[config.mk]
export PLATFORM = sky130hd
export DESIGN_NAME = lsu_ctrl
export DESIGN_NICKNAME = d
export VERILOG_FILES = /design/src/rtl/lsu_ctrl.sv
export SDC_FILE = /design/constraint.sdc
export NUM_CORES = 1
export LEC_CHECK = 0
export ABC_AREA = 0
export BUFFER_PORTS_ARGS = -buffer_cell sky130_fd_sc_hd__buf_4
export CAP_MARGIN = 20
export CORE_MARGIN = 5
export CORE_UTILIZATION = 51
export DETAILED_ROUTE_END_ITERATION = 16
export HOLD_SLACK_MARGIN = 0.03
export PLACE_DENSITY_LB_ADDON = 0.12
export SLEW_MARGIN = 15
export SYNTH_ARGS = -nofsm -noshare
export SYNTH_HDL_FRONTEND = slang
export SYNTH_SLANG_ARGS = --single-unit
[constraint.sdc]
create_clock -name clk -period 2.65 [get_ports clk]
set_input_delay 0.1325 -clock clk [delete_from_list [all_inputs] [get_ports clk]]
set_output_delay 0.1325 -clock clk [all_outputs]
set_load 0.03 [all_outputs]
[src/rtl/lsu_ctrl.sv]
// Load/store unit controller: one outstanding access, EXU in, WBU out.
// Optional `LSU_MISALIGN_CHECK_EN faults misaligned half/word accesses.
module lsu_ctrl #(
    parameter int unsigned TIMEOUT = 255
) (
    input  logic        clk,
    input  logic        rst,
    input  logic        in_valid,
    output logic        in_ready,
    input  logic [6:0]  in_opcode,
    input  logic [2:0]  in_funct3,
    input  logic [31:0] in_src1,
    input  logic [31:0] in_imm,
    input  logic [31:0] in_src2,
    output logic        mem_req,
    output logic        mem_we,
    output logic [31:0] mem_addr,
    output logic [31:0] mem_wdata,
    output logic [3:0]  mem_wstrb,
    input  logic        mem_gnt,
    input  logic        mem_rvalid,
    input  logic [31:0] mem_rdata,
    input  logic        mem_err,
    output logic        out_valid,
    input  logic        out_ready,
    output logic [31:0] out_rdata,
    output logic        out_fault,
    output logic        out_is_load
);

    localparam logic [1:0] IDLE = 2'd0;
    localparam logic [1:0] REQ  = 2'd1;
    localparam logic [1:0] WAIT = 2'd2;
    localparam logic [1:0] RESP = 2'd3;

    localparam logic [6:0] OP_LOAD  = 7'b0000011;
    localparam logic [6:0] OP_STORE = 7'b0100011;

    localparam logic [15:0] WAIT_LAST = 16'(TIMEOUT - 1);

    logic [1:0]  state;
    logic [15:0] wait_cnt;
    logic [2:0]  funct3_q;
    logic [1:0]  off_q;

    logic [31:0] addr;
    logic        is_ld;
    logic        is_st;
    logic        ld_ok;
    logic        st_ok;
    logic        misalign;
    logic        bad;
    logic [31:0] st_wdata;
    logic [3:0]  st_wstrb;
    logic [31:0] shifted;
    logic [31:0] ld_data;

    assign addr  = in_src1 + in_imm;
    assign is_ld = (in_opcode == OP_LOAD);
    assign is_st = (in_opcode == OP_STORE);
    assign ld_ok = in_funct3 inside {3'b000, 3'b001, 3'b010, 3'b100, 3'b101};
    assign st_ok = in_funct3 inside {3'b000, 3'b001, 3'b010};

`ifdef LSU_MISALIGN_CHECK_EN
    assign misalign = ((in_funct3[1:0] == 2'b01) && addr[0]) ||
                      ((in_funct3[1:0] == 2'b10) && (addr[1:0] != 2'b00));
`else
    assign misalign = 1'b0;
`endif

    assign bad = (is_ld ? !ld_ok : !st_ok) || misalign;

    assign in_ready  = (state == IDLE);
    assign out_valid = (state == RESP);

    // Replicate store data so the addressed lanes carry it; upper bits fall off
    always_comb begin
        st_wdata = in_src2;
        st_wstrb = 4'b1111;
        case (in_funct3[1:0])
            2'b00: begin
                st_wdata = {4{in_src2[7:0]}};
                st_wstrb = 4'b0001 << addr[1:0];
            end
            2'b01: begin
                st_wdata = {2{in_src2[15:0]}};
                st_wstrb = 4'b0011 << addr[1:0];
            end
            default: ;
        endcase
    end

    always_comb begin
        shifted = mem_rdata >> {off_q, 3'b000};
        case (funct3_q)
            3'b000:  ld_data = {{24{shifted[7]}}, shifted[7:0]};
            3'b001:  ld_data = {{16{shifted[15]}}, shifted[15:0]};
            3'b100:  ld_data = {24'd0, shifted[7:0]};
            3'b101:  ld_data = {16'd0, shifted[15:0]};
            default: ld_data = shifted;
        endcase
    end

    always_ff @(posedge clk) begin
        if (rst) begin
            state       <= IDLE;
            wait_cnt    <= 16'd0;
            funct3_q    <= 3'd0;
            off_q       <= 2'd0;
            mem_req     <= 1'b0;
            mem_we      <= 1'b0;
            mem_addr    <= 32'd0;
            mem_wdata   <= 32'd0;
            mem_wstrb   <= 4'd0;
            out_rdata   <= 32'd0;
            out_fault   <= 1'b0;
            out_is_load <= 1'b0;
        end else begin
            unique case (state)
                IDLE: begin
                    if (in_valid) begin
                        out_rdata <= 32'd0;
                        out_fault <= 1'b0;
                        wait_cnt  <= 16'd0;
                        if (is_ld || is_st) begin
                            out_is_load <= is_ld;
                            funct3_q    <= in_funct3;
                            off_q       <= addr[1:0];
                            if (bad) begin
                                out_fault <= 1'b1;
                                state     <= RESP;
                            end else begin
                                mem_req   <= 1'b1;
                                mem_we    <= is_st;
                                mem_addr  <= {addr[31:2], 2'b00};
                                mem_wdata <= is_st ? st_wdata : 32'd0;
                                mem_wstrb <= is_st ? st_wstrb : 4'd0;
                                state     <= REQ;
                            end
                        end else begin
                            out_is_load <= 1'b0;
                            state       <= RESP;
                        end
                    end
                end
                REQ: begin
                    if (mem_gnt) begin
                        mem_req <= 1'b0;
                        state   <= WAIT;
                    end
                end
                WAIT: begin
                    if (mem_rvalid) begin
                        out_fault <= mem_err;
                        out_rdata <= out_is_load ? ld_data : 32'd0;
                        state     <= RESP;
                    end else if (wait_cnt == WAIT_LAST) begin
                        out_fault <= 1'b1;
                        out_rdata <= 32'd0;
                        state     <= RESP;
                    end else begin
                        wait_cnt <= wait_cnt + 16'd1;
                    end
                end
                RESP: begin
                    if (out_ready) begin
                        state <= IDLE;
                    end
                end
                default: state <= IDLE;
            endcase
        end
    end

endmodule

# == After elaboration in Yosys (flattened, before gate mapping) ==
# Index checks and enable logic that the tools add are counted.
# totals
register_bits,125
inputBits,145
out_inout_bits,106
elab_cells,93
# classes
addsub,2
eq_ne,22
shift,3
muxes,35
bitwise,1
reduce_logical,18
# ops
operator,n
$mux W32,5
$pmux W32 S2,2
$pmux W32 S4,1
$mux W16,3
$add A32 B32 Y32,1
$pmux W16 S2,1
$shr A32 B5 Y32,1
$add A16 B1 Y16 const B,1
$eq A16 B8 Y1 const B,1
$mux W2,7
$eq A3 B3 Y1 const B,4
$reduce_and A4 Y1,3
$mux W1,11
$ne A2 B2 Y1 const B,5
$pmux W2 S4,1
$pmux W4 S2,1
$eq A7 B2 Y1 const B,1
$eq A7 B6 Y1 const B,1
$eq A3 B1 Y1 const B,2
$logic_not A3 Y1,2
$reduce_and A3 Y1,2
$reduce_and A5 Y1,1
$reduce_bool A5 Y1,1
$eq A2 B1 Y1 const B,2
other kinds (15),21

# == Longest topological paths before layout ==
# Gate-level depths: netlist (run 1).
# logic_depth
ltp_word,8
ltp_mapped,11
ltp_nobuf,11

# == Least setup slack after synthesis (run 1) ==
# Ideal clock, no wire load.
# synth_path
path_type,input to register
from,input port in_src1[0]
to,register mem_addr[26]
setup_ns,0.122
arrival_time_ns,2.175
setup_slack_ns,0.353
cell_stages,11
path_buffers,0
cell_sequence,ha_1 > inv_1 > fa_1 > and2b_2 > o211ai_4 > a31oi_4 > a31oi_4 > o31ai_4 > a21oi_2 > and4_4 > a311o_1
# synth_via
elab_chain_len,1
# synth_rtl
element,line_no,source
"start, declared",12,"input logic [31:0] in_src1,"
$add A32 B32 Y32,58,assign addr = in_src1 + in_imm;
"end signal, assigned",135,"mem_addr <= {addr[31:2], 2'b00};"
"end, declared",17,"output logic [31:0] mem_addr,"
# Every way passes these cells.
# A chain may end at the register's enable or synchronous reset.

# == Worst setup path in the final report (run 1) ==
# layout_path
from,register off_q[0]
to,register out_rdata[24]
# layout_via
elab_chain_len,5
# layout_rtl
element,line_no,source
"start, declared",44,logic [1:0] off_q;
"start signal, assigned",128,off_q <= addr[1:0];
$shr A32 B5 Y32,94,"shifted = mem_rdata >> {off_q, 3'b000};"
$pmux W32 S4,95,case (funct3_q)
$mux W32,155,out_rdata <= out_is_load ? ld_data : 32'd0;
$mux W32,153,if (mem_rvalid) begin
$pmux W32 S2,119,unique case (state)
"end signal, assigned",155,
"end, declared",26,"output logic [31:0] out_rdata,"
# Every way passes these cells.

==> impl_metrics.ini, run 1 <==
[critical_path]
start_kind = register
criticalPathCategory = register to register
cp-end-kind = register
worstPathArrival_ps = 2670
rr_worst_depth = 7
crit-reg2reg-launch = off_q[0]$_SDFFE_PP0P_
rrSetupSlack_ps = 330
cp_top_family = compound AO/OA/AOI/OAI gates
required_ps = 3000
worstSetupStartpoint = off_q[0]$_SDFFE_PP0P_
max_stage_delay_ps = 540
slowest_stage = nor2b_1
path_buf_inv = 0
crit_chain = nor2b_1, a21oi_1, o21a_1, nor2_1, o21a_1, a22oi_1, nor2_1
path_max_fanout = 16
reg2reg_to = out_rdata[24]$_SDFFE_PP0P_

[cts]
clkLatencyLatePin_ps = 420
cts_tree = done
path_clk_slew_ps = 60
clk_path_buf_depth = 2
clock_sinks = 125
cts_made_buffers = 17
ctsResizeCount = 0
htree_num_levels = 4
cts_root_buf = clkbuf_16

[sta]
slew_violations = 0
finalSetupViolations = 0
max_freq_mhz = 431
hold_viol = 0
finalSetupTns_ps = 0
maxSlewHeadroom_pct = 50.7
period_needed_ps = 2320
tightestPinTransition_ps = 736
period_share_pct = 87.6
skew_ps = 15.2
rsz0062_at_grt = false

[grt]
grt_pass1_wl_um = 37800
grt_max_degree = 46
grt_pass1_vias = 7505
antenna_found_initial = 0
track_usage_pct = 25.9
grt-ovfl-total = 0

[route]
routed_via_density = 5.65
wl_per_cell_um = 17.0
dr_total_vias = 7772
drtIter0Drc = 493
drc = 0
firstDrtPassIters = 5
wirelength_um = 23300
ant_nets = 0

[place]
place_congestion = 0.901
portBuffers = 248
dp_cells = 1336
dp_hpwl_um = 17200

[floorplanning]
fp.dieW_um = 131
dieArea_mm2 = 0.0173
ios = 251
initial_core_util_pct = 52.0
rows = 44
core-area_mm2 = 0.0145
die_h_um = 131

[logic_synthesis]
ys_types = 77
yosys-top-cells-area = dfxtp_1 33%, nand2_1 7.0%, a21oi_1 6.7%
ys_warn_count = 0
synth_edf_count = 0
synth_cells = 947
syn_area_mm2 = 0.00752
ys_seq_area_share_pct = 33.3
synth_ff_type = dfxtp_1
synth_top_area_share_pct = 33.3
synth_area_per_cell_um2 = 7.95
ys_ff_latch = 125
synth_top_area_cell = dfxtp_1
async_reset_ff_share_pct = 0

[layout]
area_growth_pct = 35.8
post_layout_nonfiller_instances = 1376
num-fill-cells = 1229
diodes = 0
nNetsFinal = 1362
drive_gt1_share_pct = 29.4

[outcome]
status = complete, no violations

[worst_hold_path]
worst_hold_path_type = primary input to register
holdPathEnd = mem_wdata[6]$_SDFFE_PP0P_
hold_depth = 3
worstHoldStart = in_src2[6]

[power_and_ir_drop]
leakage_uw = 0.00424
power_density_mw_per_mm2 = 561
ir_worst_vdd_v = 0.000461

[flow_run]
maxCapViolCount = 0
[kinds of logic after synthesis]
logic type | Yosys count | synth area share (%)
flip-flops | 125 | 33.3
adder cells (fa/ha/maj) | 38 | 6.42
buffers and inverters | 78 | 4.22
other | 1 | 0.0498
multiplexers | 49 | 6.80
AO/OA/AOI/OAI | 269 | 24.1
XOR/XNOR | 34 | 3.96
AND/OR/NAND/NOR | 353 | 21.2
[worst register-to-register path: cells and delay by family, from the launching register on]
family             cells  cell delay (ps)
DFF                    1              400
and+or+nand+nor        3              760
AOI/OAI and AO/OA      4             1090
[worst max-delay path by stage]
stage	endpoint	slack (ps)	depth (start not counted)
2_1_floorplan	mem_addr[26]$_SDFFE_PP0P_	350	11
3_3_place_gp	mem_addr[26]$_SDFFE_PP0P_	140	12
3_5_place_dp	mem_addr[26]$_SDFFE_PP0P_	80	12
5_1_grt	out_rdata[24]$_SDFFE_PP0P_	130	7
6_report	out_rdata[24]$_SDFFE_PP0P_	330	7
4_1_cts	wait_cnt[13]$_SDFFE_PP0P_	340	9
[metrics by stage]
step	setup WS [ps]	hold slack [ps]	utilization (%)	power, µW	cell area [µm²]
5_1_grt	127	35.0	70.6	6000	10200
6_report	328	39.1	70.6	5740	10200
2_1_floorplan	353	280	-	2890	7530
4_1_cts	336	36.0	70.6	5750	10200
3_3_place_gp	135	381	65.8	3340	9530
3_5_place_dp	75.0	387	65.8	3350	9530
[state kept, by name, summed over array words and instances, names as in the netlist]
name and cells:
out_fault 1, wait_cnt 16, mem_wstrb 4, mem_addr 30, state 2, mem_we 1, mem_req 1, out_is_load 1
mem_wdata 32, out_rdata 32, off_q 2, funct3_q 3
[synthesized netlist by cell type, drive strengths merged, types with 7 or more instances]
| library cell | count |
|---|---|
| clkbuf | 44 |
| dfxtp | 125 |
| inv | 16 |
| xnor2 | 17 |
| ha | 37 |
| nor2 | 102 |
| xor2 | 17 |
| o211ai | 11 |
| a21oi | 104 |
| nor2b | 14 |
| o21ai | 56 |
| nand3 | 48 |
| mux2i | 32 |
| a22oi | 26 |
| a32oi | 7 |
| o21a | 8 |
| a211o | 7 |
| nor3 | 9 |
| buf | 18 |
| mux2 | 17 |
| nand2 | 142 |
| a21o | 15 |
| nand4 | 11 |
[timing repair]
action                    in CTS  in global routing
buffers inserted               0                  0
hold endpoints to repair       8                  0
hold buffers                   8                  0
[cell type report]
class	count	area [µm²]	area share, %
multi-input combinational	745	4720	46.1
sequential	125	2500	24.5
timing repair buffer	274	2100	20.6
clock buffer	19	443	4.33
tap	184	230	2.25
clock inverter	13	166	1.63
inverter	16	60.1	0.588
[layer usage]
layer	GRT usage, %	share of wire [%]	vias to the layer above
met3	8.14	8.0	48
met5	0	0	-
met1	31.5	41	3616
met2	43.1	47	281
met4	9.77	3.0	0
li1	-	-	3827
[power breakdown]
| part | internal, µW | switching, µW |
|---|---|---|
| clock network | 1510 | 897 |
| registers | 1910 | 22.5 |
| logic | 557 | 846 |
| total | 3970 | 1760 |
[placed cells by master (no fill, tap or decap), types with 26 or more instances in the layout]
master / n
a21oi_1: 101
a22oi_1: 26
buf_4: 264
dfxtp_1: 125
ha_1: 37
mux2i_1: 32
nand2_1: 139
nand3_1: 48
nor2_1: 100
o21ai_0: 44
Power figures use the tool's default switching activity.
==> inputs of run 2 (changes only) <==
--- a/config.mk
+++ b/config.mk
@@ -9,7 +9,7 @@
 export BUFFER_PORTS_ARGS = -buffer_cell sky130_fd_sc_hd__buf_4
 export CAP_MARGIN = 20
 export CORE_MARGIN = 5
-export CORE_UTILIZATION = 51
+export CORE_UTILIZATION = 47
 export DETAILED_ROUTE_END_ITERATION = 16
 export HOLD_SLACK_MARGIN = 0.03
 export PLACE_DENSITY_LB_ADDON = 0.12
==> constraint.sdc (replaced) <==
create_clock -name clk -period 2.02 [get_ports clk]
set_input_delay 0.101 -clock clk [delete_from_list [all_inputs] [get_ports clk]]
set_output_delay 0.101 -clock clk [all_outputs]
set_load 0.03 [all_outputs]
==> impl_metrics.ini, run 2 (synthesis results as in run 1) <==
[outcome]
status = complete, no violations

[power_and_ir_drop]
ir_worst_vdd_v = 0.000690
leakage_uw = 0.00473
power_density_mw_per_mm2 = 729

[place]
dp_hpwl_um = 18500
pre_cts_slack_ps = -279
place_congestion = 0.907
portBuffers = 248

[route]
dr_total_vias = 8099
drc = 0
firstDrtPassIters = 5
routed_via_density = 5.40
ant_nets = 0
drtIter0Drc = 488
wl_per_cell_um = 16.6
wirelength_um = 24900

[worst_hold_path]
worst_hold_path_type = primary input to register

[critical_path]
required_ps = 2340
cp_top_family = simple AND/OR/NAND/NOR gates
cp-end-kind = register
criticalPathCategory = register to register
worstPathArrival_ps = 2240
crit_top_cell = buf_4
max_stage_delay_ps = 340
slowest_stage = dfxtp_2
path_buf_inv = 3
start_kind = register
crit_chain = inv_2, ha_2, nor4b_4, and4b_1, o21ai_2, nand2_2, buf_4, buf_4, nor2_4, nand3_1, xor2_1, nor2_1
path_max_fanout = 6

[layout]
area_growth_pct = 47.9
nNetsFinal = 1455
multi_input_area_mm2 = 0.00481
final_common_cell = buf_4
reg_top3 = mem_wdata x32, out_rdata x32, mem_addr x30
regArea_mm2 = 0.00250
num-fill-cells = 1357
final_cell_mix = 350 x buf_4, 138 x nand2_1, 124 x dfxtp_1
diodes = 0
drive_gt1_share_pct = 35.5

[sta]
worst_slack_ps = 94.2
max_freq_mhz = 519
skew_ps = 7.55
finalSetupViolations = 0
finalSetupTns_ps = 0
slew_violations = 0
period_needed_ps = 1930
period_share_pct = 95.3
rsz0062_at_grt = true
hold_viol = 0

[flow_run]
maxCapViolCount = 0

[grt]
track_usage_pct = 26.1
antenna_found_initial = 0
grt_pass1_vias = 8030
grt_max_degree = 39
grt_pass1_wl_um = 39200
grt-ovfl-total = 0

[floorplanning]
core-area_mm2 = 0.0158
die_h_um = 137
ios = 251
rows = 46
initial_core_util_pct = 47.7
dieArea_mm2 = 0.0186
fp.dieW_um = 137

[cts]
cts_made_buffers = 17
path_clk_slew_ps = 60
cts_tree = done
htree_num_levels = 4
clkLatencyLatePin_ps = 420
clk_path_buf_depth = 2
cts_root_buf = clkbuf_16
clock_sinks = 125
-- run 2: timing repair --
item / in CTS / in global routing
endpoints found under the setup margin: 2 / 64
gates resized for setup: 6 / 10
cloned: 0 / 1
setup buffers: 2 / 2
hold endpoints to repair: 20 / 0
pin swaps: 8 / 3
hold buffers: 13 / 0
-- run 2: worst paths after layout --
kind                              from                         end  slack (ps)  depth (start not counted)
max           wait_cnt[0]$_SDFFE_PP0P_    wait_cnt[5]$_SDFFE_PP0P_          90                         12
min                      mem_rdata[31]  out_rdata[31]$_SDFFE_PP0P_          50                          5
max reg2reg   wait_cnt[0]$_SDFFE_PP0P_    wait_cnt[5]$_SDFFE_PP0P_          90                         12
min reg2reg  mem_addr[25]$_SDFFE_PP0P_   mem_addr[25]$_SDFFE_PP0P_         440                          2
-- run 2: tightest hold or removal path, cell delays in order --
cell and delay, ps:
buf_4 100, nand2_1 40, nand2_1 60, a22oi_1 60, nor2_1 70
-- run 2: area by class of cell --
type | instances | share of cell area, %
Multi-Input combinational cell | 745 | 43.3
Clock buffer | 18 | 3.86
Tap cell | 216 | 2.43
Timing Repair Buffer | 367 | 25.5
Clock inverter | 14 | 1.88
Inverter | 16 | 0.540
Sequential cell | 125 | 22.5
-- run 2: metrics by stage --
step / power, µW / hold slack [ps] / cells / utilization [%] / cell area (µm²)
2_1_floorplan: 3810 / 248 / 948 / - / 7570
3_3_place_gp: 4710 / 363 / 1451 / 65.0 / 10300
3_5_place_dp: 4720 / 385 / 1451 / 65.0 / 10300
4_1_cts: 8120 / 39.3 / 1498 / 70.1 / 11100
5_1_grt: 8480 / 83.2 / 1501 / 70.6 / 11100
6_report: 8110 / 52.3 / 1501 / 70.6 / 11100
-- run 2: routing by layer --
layer	track usage (%)	wire, µm	part of all wire [%]	up-vias
li1	-	-	-	4024
met1	31.1	10100	41	3746
met2	44.1	11900	48	276
met3	7.46	2120	8.5	53
met4	10.5	716	2.9	0
met5	0	0	0	-
-- run 2: report_power, final --
part	internal, µW	leakage [µW]	switching [µW]
sequential	2500	0.00101	23.0
clock	2100	0.000302	1230
combinational	1020	0.00342	1240
